--- src/rtl/i2s_clk_pkg.sv ---
// Shared types and constants for the I2S clock-enable generator.
// Included by the generator, its interface users and the bench.
package i2s_clk_pkg;

   typedef enum logic [1:0] {
      IDLE    = 2'd0,
      HOLDOFF = 2'd1,
      RUN     = 2'd2
   } state_t;

   localparam int RATE_48K  = 0;
   localparam int RATE_96K  = 1;
   localparam int RATE_192K = 2;

   // Index of the cnt bit whose toggle rate gives per_frame cycles per frame.
   function automatic int div_bit(input int sys_ratio, input int per_frame);
      return $clog2(sys_ratio / per_frame) - 1;
   endfunction

endpackage

--- src/rtl/i2s_clk_div_if.sv ---
// Control and clock/strobe bundle between the I2S clock generator
// (master side) and the serialiser / control logic (slave side).
interface i2s_clk_div_if #(
   parameter int RATE_W = 2
);

   // en is a level request, running its acknowledge. running rises only after
   // the lock hold-off and falls the cycle after en or lock drops. Strobes and
   // clock outputs carry meaning only while running is high.
   logic              en;
   logic [RATE_W-1:0] rate_sel;
   logic [RATE_W-1:0] rate_cur;
   logic              running;
   logic              mclk;
   logic              sclk;
   logic              lrck;
   logic              sclk_fall_stb;
   logic              sclk_rise_stb;
   logic              frame_stb;

   modport master (
      input  en, rate_sel,
      output rate_cur, running, mclk, sclk, lrck,
             sclk_fall_stb, sclk_rise_stb, frame_stb
   );

   modport slave (
      output en, rate_sel,
      input  rate_cur, running, mclk, sclk, lrck,
             sclk_fall_stb, sclk_rise_stb, frame_stb
   );

endinterface

--- src/rtl/sync_2ff.sv ---
// Generic two-flop synchroniser for slow level signals entering clk.
// Both stages reset to 0.
module sync_2ff #(
   parameter int WIDTH = 1
) (
   input  logic             clk,
   input  logic             rst,
   input  logic [WIDTH-1:0] d,
   output logic [WIDTH-1:0] q
);

   logic [WIDTH-1:0] meta;

   always_ff @(posedge clk) begin
      if (rst) begin
         meta <= '0;
         q    <= '0;
      end else begin
         meta <= d;
         q    <= meta;
      end
   end

endmodule

--- src/rtl/i2s_clk_div.sv ---
// I2S MCLK/SCLK/LRCK generator: one free-running frame counter whose bits are
// the clock outputs, with registered edge strobes and frame-aligned rate switch.
module i2s_clk_div
   import i2s_clk_pkg::*;
#(
   parameter int SYS_FS_RATIO   = 2048,
   parameter int MCLK_PER_FRAME = 256,
   parameter int BCLK_PER_FRAME = 64,
   parameter int RATE_W         = 2,
   parameter int HOLDOFF_CYCLES = 256
) (
   input  logic            clk_in,
   input  logic            rst,
   input  logic            locked_in,
   i2s_clk_div_if.master   bus,
   output state_t          state_dbg
);

   localparam int W        = $clog2(SYS_FS_RATIO);
   localparam int MCLK_BIT = div_bit(SYS_FS_RATIO, MCLK_PER_FRAME);
   localparam int SCLK_BIT = div_bit(SYS_FS_RATIO, BCLK_PER_FRAME);
   localparam int MAX_RATE = $clog2(SYS_FS_RATIO / MCLK_PER_FRAME) - 1;
   localparam int HC_W     = (HOLDOFF_CYCLES > 1) ? $clog2(HOLDOFF_CYCLES) : 1;

   localparam logic [RATE_W-1:0] MAX_RATE_V = RATE_W'(MAX_RATE);
   localparam logic [HC_W-1:0]   HOLD_LAST  = HC_W'(HOLDOFF_CYCLES - 1);

   state_t            state, state_next;
   logic [W-1:0]      cnt, cnt_next;
   logic [W:0]        sum;
   logic [HC_W-1:0]   hold_cnt, hold_next;
   logic [RATE_W-1:0] rate_cur, rate_next, rate_sat;
   logic              wrap;
   logic              lock_s;
   logic              fall_q, rise_q, frame_q;
   logic              fall_d, rise_d, frame_d;

   sync_2ff #(.WIDTH(1)) u_lock_sync (
      .clk (clk_in),
      .rst (rst),
      .d   (locked_in),
      .q   (lock_s)
   );

   always_ff @(posedge clk_in) begin
      if (rst) begin
         state    <= IDLE;
         cnt      <= '0;
         hold_cnt <= '0;
         rate_cur <= '0;
         fall_q   <= 1'b0;
         rise_q   <= 1'b0;
         frame_q  <= 1'b0;
      end else begin
         state    <= state_next;
         cnt      <= cnt_next;
         hold_cnt <= hold_next;
         rate_cur <= rate_next;
         fall_q   <= fall_d;
         rise_q   <= rise_d;
         frame_q  <= frame_d;
      end
   end

   always_comb begin
      state_next = state;
      hold_next  = hold_cnt;
      cnt_next   = '0;
      rate_next  = rate_cur;
      wrap       = 1'b0;
      rate_sat   = (bus.rate_sel > MAX_RATE_V) ? MAX_RATE_V : bus.rate_sel;
      sum        = {1'b0, cnt} + ((W + 1)'(1) << rate_cur);

      case (state)
         IDLE: begin
            rate_next = rate_sat;
            hold_next = '0;
            if (lock_s && bus.en) state_next = HOLDOFF;
         end
         HOLDOFF: begin
            rate_next = rate_sat;
            if (!lock_s || !bus.en)      state_next = IDLE;
            else if (hold_cnt == HOLD_LAST) state_next = RUN;
            else                         hold_next = hold_cnt + 1'b1;
         end
         RUN: begin
            // Rate only switches where the counter wraps, so no period is cut short.
            wrap = sum[W];
            if (wrap) rate_next = rate_sat;
            if (!lock_s || !bus.en) state_next = IDLE;
            else                    cnt_next   = sum[W-1:0];
         end
         default: state_next = IDLE;
      endcase

      // Strobes flag the edge the output bits will show after this update.
      fall_d  = (state_next == RUN) && cnt[SCLK_BIT] && !cnt_next[SCLK_BIT];
      rise_d  = (state_next == RUN) && !cnt[SCLK_BIT] && cnt_next[SCLK_BIT];
      frame_d = (state_next == RUN) && cnt[W-1] && !cnt_next[W-1];
   end

   assign bus.mclk          = cnt[MCLK_BIT];
   assign bus.sclk          = cnt[SCLK_BIT];
   assign bus.lrck          = cnt[W-1];
   assign bus.sclk_fall_stb = fall_q;
   assign bus.sclk_rise_stb = rise_q;
   assign bus.frame_stb     = frame_q;
   assign bus.rate_cur      = rate_cur;
   assign bus.running       = (state == RUN);
   assign state_dbg         = state;

endmodule

--- src/flat_wrapper.sv ---
// flat-port wrapper written by rule: the top's interface ports become plain ports
module i2s_clk_div_flat import i2s_clk_pkg::*;
#(
   parameter int SYS_FS_RATIO   = 2048,
   parameter int MCLK_PER_FRAME = 256,
   parameter int BCLK_PER_FRAME = 64,
   parameter int RATE_W         = 2,
   parameter int HOLDOFF_CYCLES = 256
)
  (clk_in, rst, locked_in, state_dbg, bus_en, bus_rate_sel, bus_rate_cur, bus_running, bus_mclk, bus_sclk, bus_lrck, bus_sclk_fall_stb, bus_sclk_rise_stb, bus_frame_stb);
  i2s_clk_div_if #(.RATE_W(RATE_W)) bus_i ();
  input  logic clk_in;
  input  logic rst;
  input  logic locked_in;
  output state_t state_dbg;
  input wire logic [$bits(bus_i.en)-1:0] bus_en;
  input wire logic [$bits(bus_i.rate_sel)-1:0] bus_rate_sel;
  output wire logic [$bits(bus_i.rate_cur)-1:0] bus_rate_cur;
  output wire logic [$bits(bus_i.running)-1:0] bus_running;
  output wire logic [$bits(bus_i.mclk)-1:0] bus_mclk;
  output wire logic [$bits(bus_i.sclk)-1:0] bus_sclk;
  output wire logic [$bits(bus_i.lrck)-1:0] bus_lrck;
  output wire logic [$bits(bus_i.sclk_fall_stb)-1:0] bus_sclk_fall_stb;
  output wire logic [$bits(bus_i.sclk_rise_stb)-1:0] bus_sclk_rise_stb;
  output wire logic [$bits(bus_i.frame_stb)-1:0] bus_frame_stb;
  assign bus_i.en = bus_en;
  assign bus_i.rate_sel = bus_rate_sel;
  assign bus_rate_cur = bus_i.rate_cur;
  assign bus_running = bus_i.running;
  assign bus_mclk = bus_i.mclk;
  assign bus_sclk = bus_i.sclk;
  assign bus_lrck = bus_i.lrck;
  assign bus_sclk_fall_stb = bus_i.sclk_fall_stb;
  assign bus_sclk_rise_stb = bus_i.sclk_rise_stb;
  assign bus_frame_stb = bus_i.frame_stb;
  i2s_clk_div #(.SYS_FS_RATIO(SYS_FS_RATIO), .MCLK_PER_FRAME(MCLK_PER_FRAME), .BCLK_PER_FRAME(BCLK_PER_FRAME), .RATE_W(RATE_W), .HOLDOFF_CYCLES(HOLDOFF_CYCLES)) u_core (.clk_in(clk_in), .rst(rst), .locked_in(locked_in), .bus(bus_i), .state_dbg(state_dbg));
endmodule
--- config.mk ---
export PLATFORM = sky130hd
export DESIGN_NAME = i2s_clk_div_flat
export DESIGN_NICKNAME = d
export VERILOG_FILES = /design/src/rtl/i2s_clk_pkg.sv /design/src/rtl/i2s_clk_div_if.sv /design/src/rtl/sync_2ff.sv /design/src/rtl/i2s_clk_div.sv /design/src/flat_wrapper.sv
export SDC_FILE = /design/constraint.sdc
export NUM_CORES = 1
export LEC_CHECK = 0
export ABC_AREA = 1
export BUFFER_PORTS_ARGS = -buffer_cell sky130_fd_sc_hd__buf_2
export CAP_MARGIN = 40
export CORE_MARGIN = 2
export CORE_UTILIZATION = 40
export DETAILED_ROUTE_END_ITERATION = 8
export PLACE_DENSITY = 0.61
export SLEW_MARGIN = 40
export SYNTH_ARGS = -nofsm -noshare
export SYNTH_HDL_FRONTEND = slang
export SYNTH_SLANG_ARGS = --single-unit
--- constraint.sdc ---
create_clock -name clk_in -period 2.14 [get_ports clk_in]
set_clock_uncertainty 0.2 [all_clocks]
set_input_delay 0.107 -clock clk_in [delete_from_list [all_inputs] [get_ports clk_in]]
set_output_delay 0.107 -clock clk_in [all_outputs]
set_load 0.02 [all_outputs]
==> results.py <==
metrics = {
    "cts": {
        "htreeDepth": 1,
        "clockRootBuffer": "clkbuf_8",
        "clk_path_buf_depth": 2,
        "cts_made_buffers": 3,
        "cts_tree": "yes",
        "cts.reportedPaths.clkPinSlew_ns": 0.09,
        "clock_sinks": 28,
        "clk_latency_ns": 0.27,
    },
    "power": {
        "internal-power_uw": 708,
        "p_per_area_mw_per_mm2": 511,
        "ir_worst_vdd_v": 0.000479,
        "switching_share_pct": 21.1,
        "clkPwrFrac_pct": 36.5,
        "p_leak_nw": 0.796,
        "seqPwrFrac_pct": 58.7,
        "p_sw_uw": 190,
        "combPwrFrac_pct": 4.8,
        "power_uw": 898,
    },
    "flow_run": {
        "maxCapViolations": 0,
    },
    "worst_setup_path": {
        "worst_path_max_delay_cell": "dfxtp_4",
        "worstPathCellList": "nor2_2 -> ha_2 -> inv_1 -> fa_2 -> nand3b_1 -> nand2_2 -> nand2_4 -> nor3_4 -> nand2_1 -> nand2_1 -> nor2_1",
        "cp_max_fo": 4,
        "crit_top_cell": "nand2_1",
        "worstSetupEndpointType": "flop",
        "critPathKind": "flop to flop",
        "arrival_ns": 2.00,
        "crit_required_ns": 2.12,
        "critPathLaunchType": "flop",
        "critPathMaxStageDelay_ns": 0.36,
    },
    "yosys": {
        "netlist_top_cells_area": "dfxtp_1 38%, nand2_1 11%, inv_1 7.6%, nor2_1 7.3%, nand3_1 4.7%",
        "syn-num-nets": 218,
        "synthTopCellsByCount": "44 x nand2_1, 30 x inv_1, 29 x nor2_1, 28 x dfxtp_1, 14 x nand3_1",
        "synth_edf_count": 0,
        "yosys_warnings": 0,
        "syn_area_mm2": 0.00149,
        "yosysTopAreaCell": "dfxtp_1",
        "synth_most_common_cell": "nand2_1",
        "ys_seq_area_share_pct": 37.6,
        "syn_inst": 206,
        "synth.avg_cell_area_um2": 7.23,
        "yosys.area.top_type_share_pct": 37.6,
        "ys_types": 31,
        "synth_ff_type": "dfxtp_1",
        "ys_ff_latch": 28,
        "async_flop_share_pct": 0,
    },
    "global_routing": {
        "grt_busiest_layer": "met2",
        "overflow": 0,
        "grt_max_degree": 16,
        "grt_pass1_vias": 1111,
        "track_usage_pct": 14.4,
        "met1_usage_pct": 19.2,
        "antenna_found_initial": 0,
        "met3_usage_pct": 4.17,
        "grt.met2_usage_pct": 22.8,
        "grt_pass1_wl_um": 4730,
    },
    "timing": {
        "slew_headroom_pct": 71.2,
        "setup_viol": 0,
        "fmax_ghz": 0.495,
        "period_share_pct": 94.4,
        "worstMarginPinSlew_ns": 0.431,
        "finalHoldViolations": 0,
        "period_minus_slack_ns": 2.02,
        "slew_viol_final": 0,
    },
    "route": {
        "via_per_inst": 4.58,
        "drtAntennaViolNets": 0,
        "drtPass1Iterations": 6,
        "drt_wl_total_um": 2760,
        "drc": 0,
        "routed-via-count": 1277,
        "wire_per_inst_um": 9.87,
        "drtIter0Drc": 45,
    },
    "finish": {
        "fin_cells": 279,
        "area_growth_pct": 18.1,
        "final_area_mm2": 0.00176,
        "drive_gt1_share_pct": 22.1,
        "nets": 244,
        "diodes": 0,
        "nFillCells": 357,
    },
    "die": {
        "die_w_um": 65.0,
        "die_area_mm2": 0.00423,
        "die_h_um": 65.0,
        "io_pins": 17,
        "rows": 22,
        "initial_core_util_pct": 41.0,
        "design.core.area_mm2": 0.00363,
    },
    "outcome": {
        "run_status": "complete, no violations",
    },
    "place": {
        "io_buffers": 16,
        "dpl_cell_area_mm2": 0.00162,
        "place_congestion": 0.792,
        "dp.cells": 269,
        "dp_hpwl_um": 2050,
    },
    "min_path": {
        "hp-class": "primary input to flop",
    },
}
[sequential cells by signal (all words and copies together), names as in the netlist]
name	flops
u_core.bus.sclk_rise_stb	1
u_core.bus.sclk_fall_stb	1
u_core.cnt	11
u_core.bus.frame_stb	1
u_core.hold_cnt	8
u_core.bus.rate_cur	2
u_core.state_dbg	2
u_core.u_lock_sync.q	1
u_core.u_lock_sync.meta	1
[final timing paths]
path                                               from                   end  slack, ns  depth (start not counted)
worst max register to register   u_core.bus.rate_cur[0]        u_core.cnt[10]       0.12                         11
worst max-delay path             u_core.bus.rate_cur[0]        u_core.cnt[10]       0.12                         11
worst min-delay path                             bus_en   u_core.state_dbg[0]       0.06                          5
worst min register to register  u_core.u_lock_sync.meta  u_core.u_lock_sync.q       0.21                          2
[stage by stage]
step	TNS (ns)	hold WS, ns	setup WS, ns	util (%)
floorplan	0	0.0140	0.0119	-
global placement	0	0.107	0.126	44.5
detailed placement	0	0.120	0.0774	44.5
CTS	0	0.0349	0.0582	47.3
global route	-0.0291	0.0859	-0.0291	48.4
finish	0	0.0586	0.119	48.4
[area by class of cell]
| type | instances | area, µm² | area share, % |
|---|---|---|---|
| Timing Repair Buffer | 23 | 145 | 8.25 |
| Inverter | 34 | 128 | 7.25 |
| Multi-Input combinational cell | 142 | 806 | 45.8 |
| Clock buffer | 4 | 55.1 | 3.13 |
| Sequential cell | 28 | 566 | 32.1 |
| Tap cell | 48 | 60.1 | 3.41 |
[critical path, delay by kind of cell, from the launching register on]
kind | cells | cell delay [ns]
and+or+nand+nor | 8 | 0.79
DFF | 1 | 0.36
adders and majority gates | 2 | 0.52
buffers and inverters | 1 | 0.05
[power groups by stage]
stage,sequential [mW],combinational (mW),clock (mW)
global placement,0.540,0.0346,0
CTS,0.528,0.0415,0.348
detailed placement,0.540,0.0346,0
global route,0.528,0.0486,0.364
floorplan,0.542,0.0226,0
finish,0.527,0.0429,0.328
[kinds of logic after synthesis]
kind of cell	Yosys count	synth area share [%]
XOR/XNOR	2	1.18
adder cells (fa/ha/maj)	6	5.54
AO/OA/AOI/OAI	24	9.57
buffers and inverters	36	10.1
flip-flops	28	37.6
AND/OR/NAND/NOR	110	36.0
[routing by layer]
layer  routed length, µm  share of wire [%]
met2                1240                 45
met4                  25               0.91
met5                   0                  0
met1                1350                 49
met3                 136                4.9
[repair_timing]
item	CTS	global route
setup buffers	0	1
hold buffers	5	0
setup endpoints to repair	0	5
endpoints found under the hold margin	8	0
gates resized for setup	0	10
[placed cells by master (no fill, tap or decap), types with 2 or more instances in the layout]
master | netlist | final
inv_1 | 30 | 30
dlygate4sd3_1 | 0 | 5
ha_1 | 5 | 4
nand2_1 | 44 | 44
inv_2 | 4 | 4
nor2_2 | 2 | 3
nand2_2 | 6 | 5
nand3_1 | 14 | 14
dfxtp_1 | 28 | 26
o21ai_0 | 3 | 3
nor2_4 | 2 | 3
a21oi_2 | 2 | 2
buf_2 | 0 | 16
a21oi_1 | 12 | 12
nor2_1 | 29 | 27
clkbuf_8 | 0 | 4
nand4_1 | 3 | 3
buf_4 | 0 | 2
nand2_4 | 3 | 4
nand3b_1 | 3 | 3
Note: power is estimated with default switching activity, not from simulation.
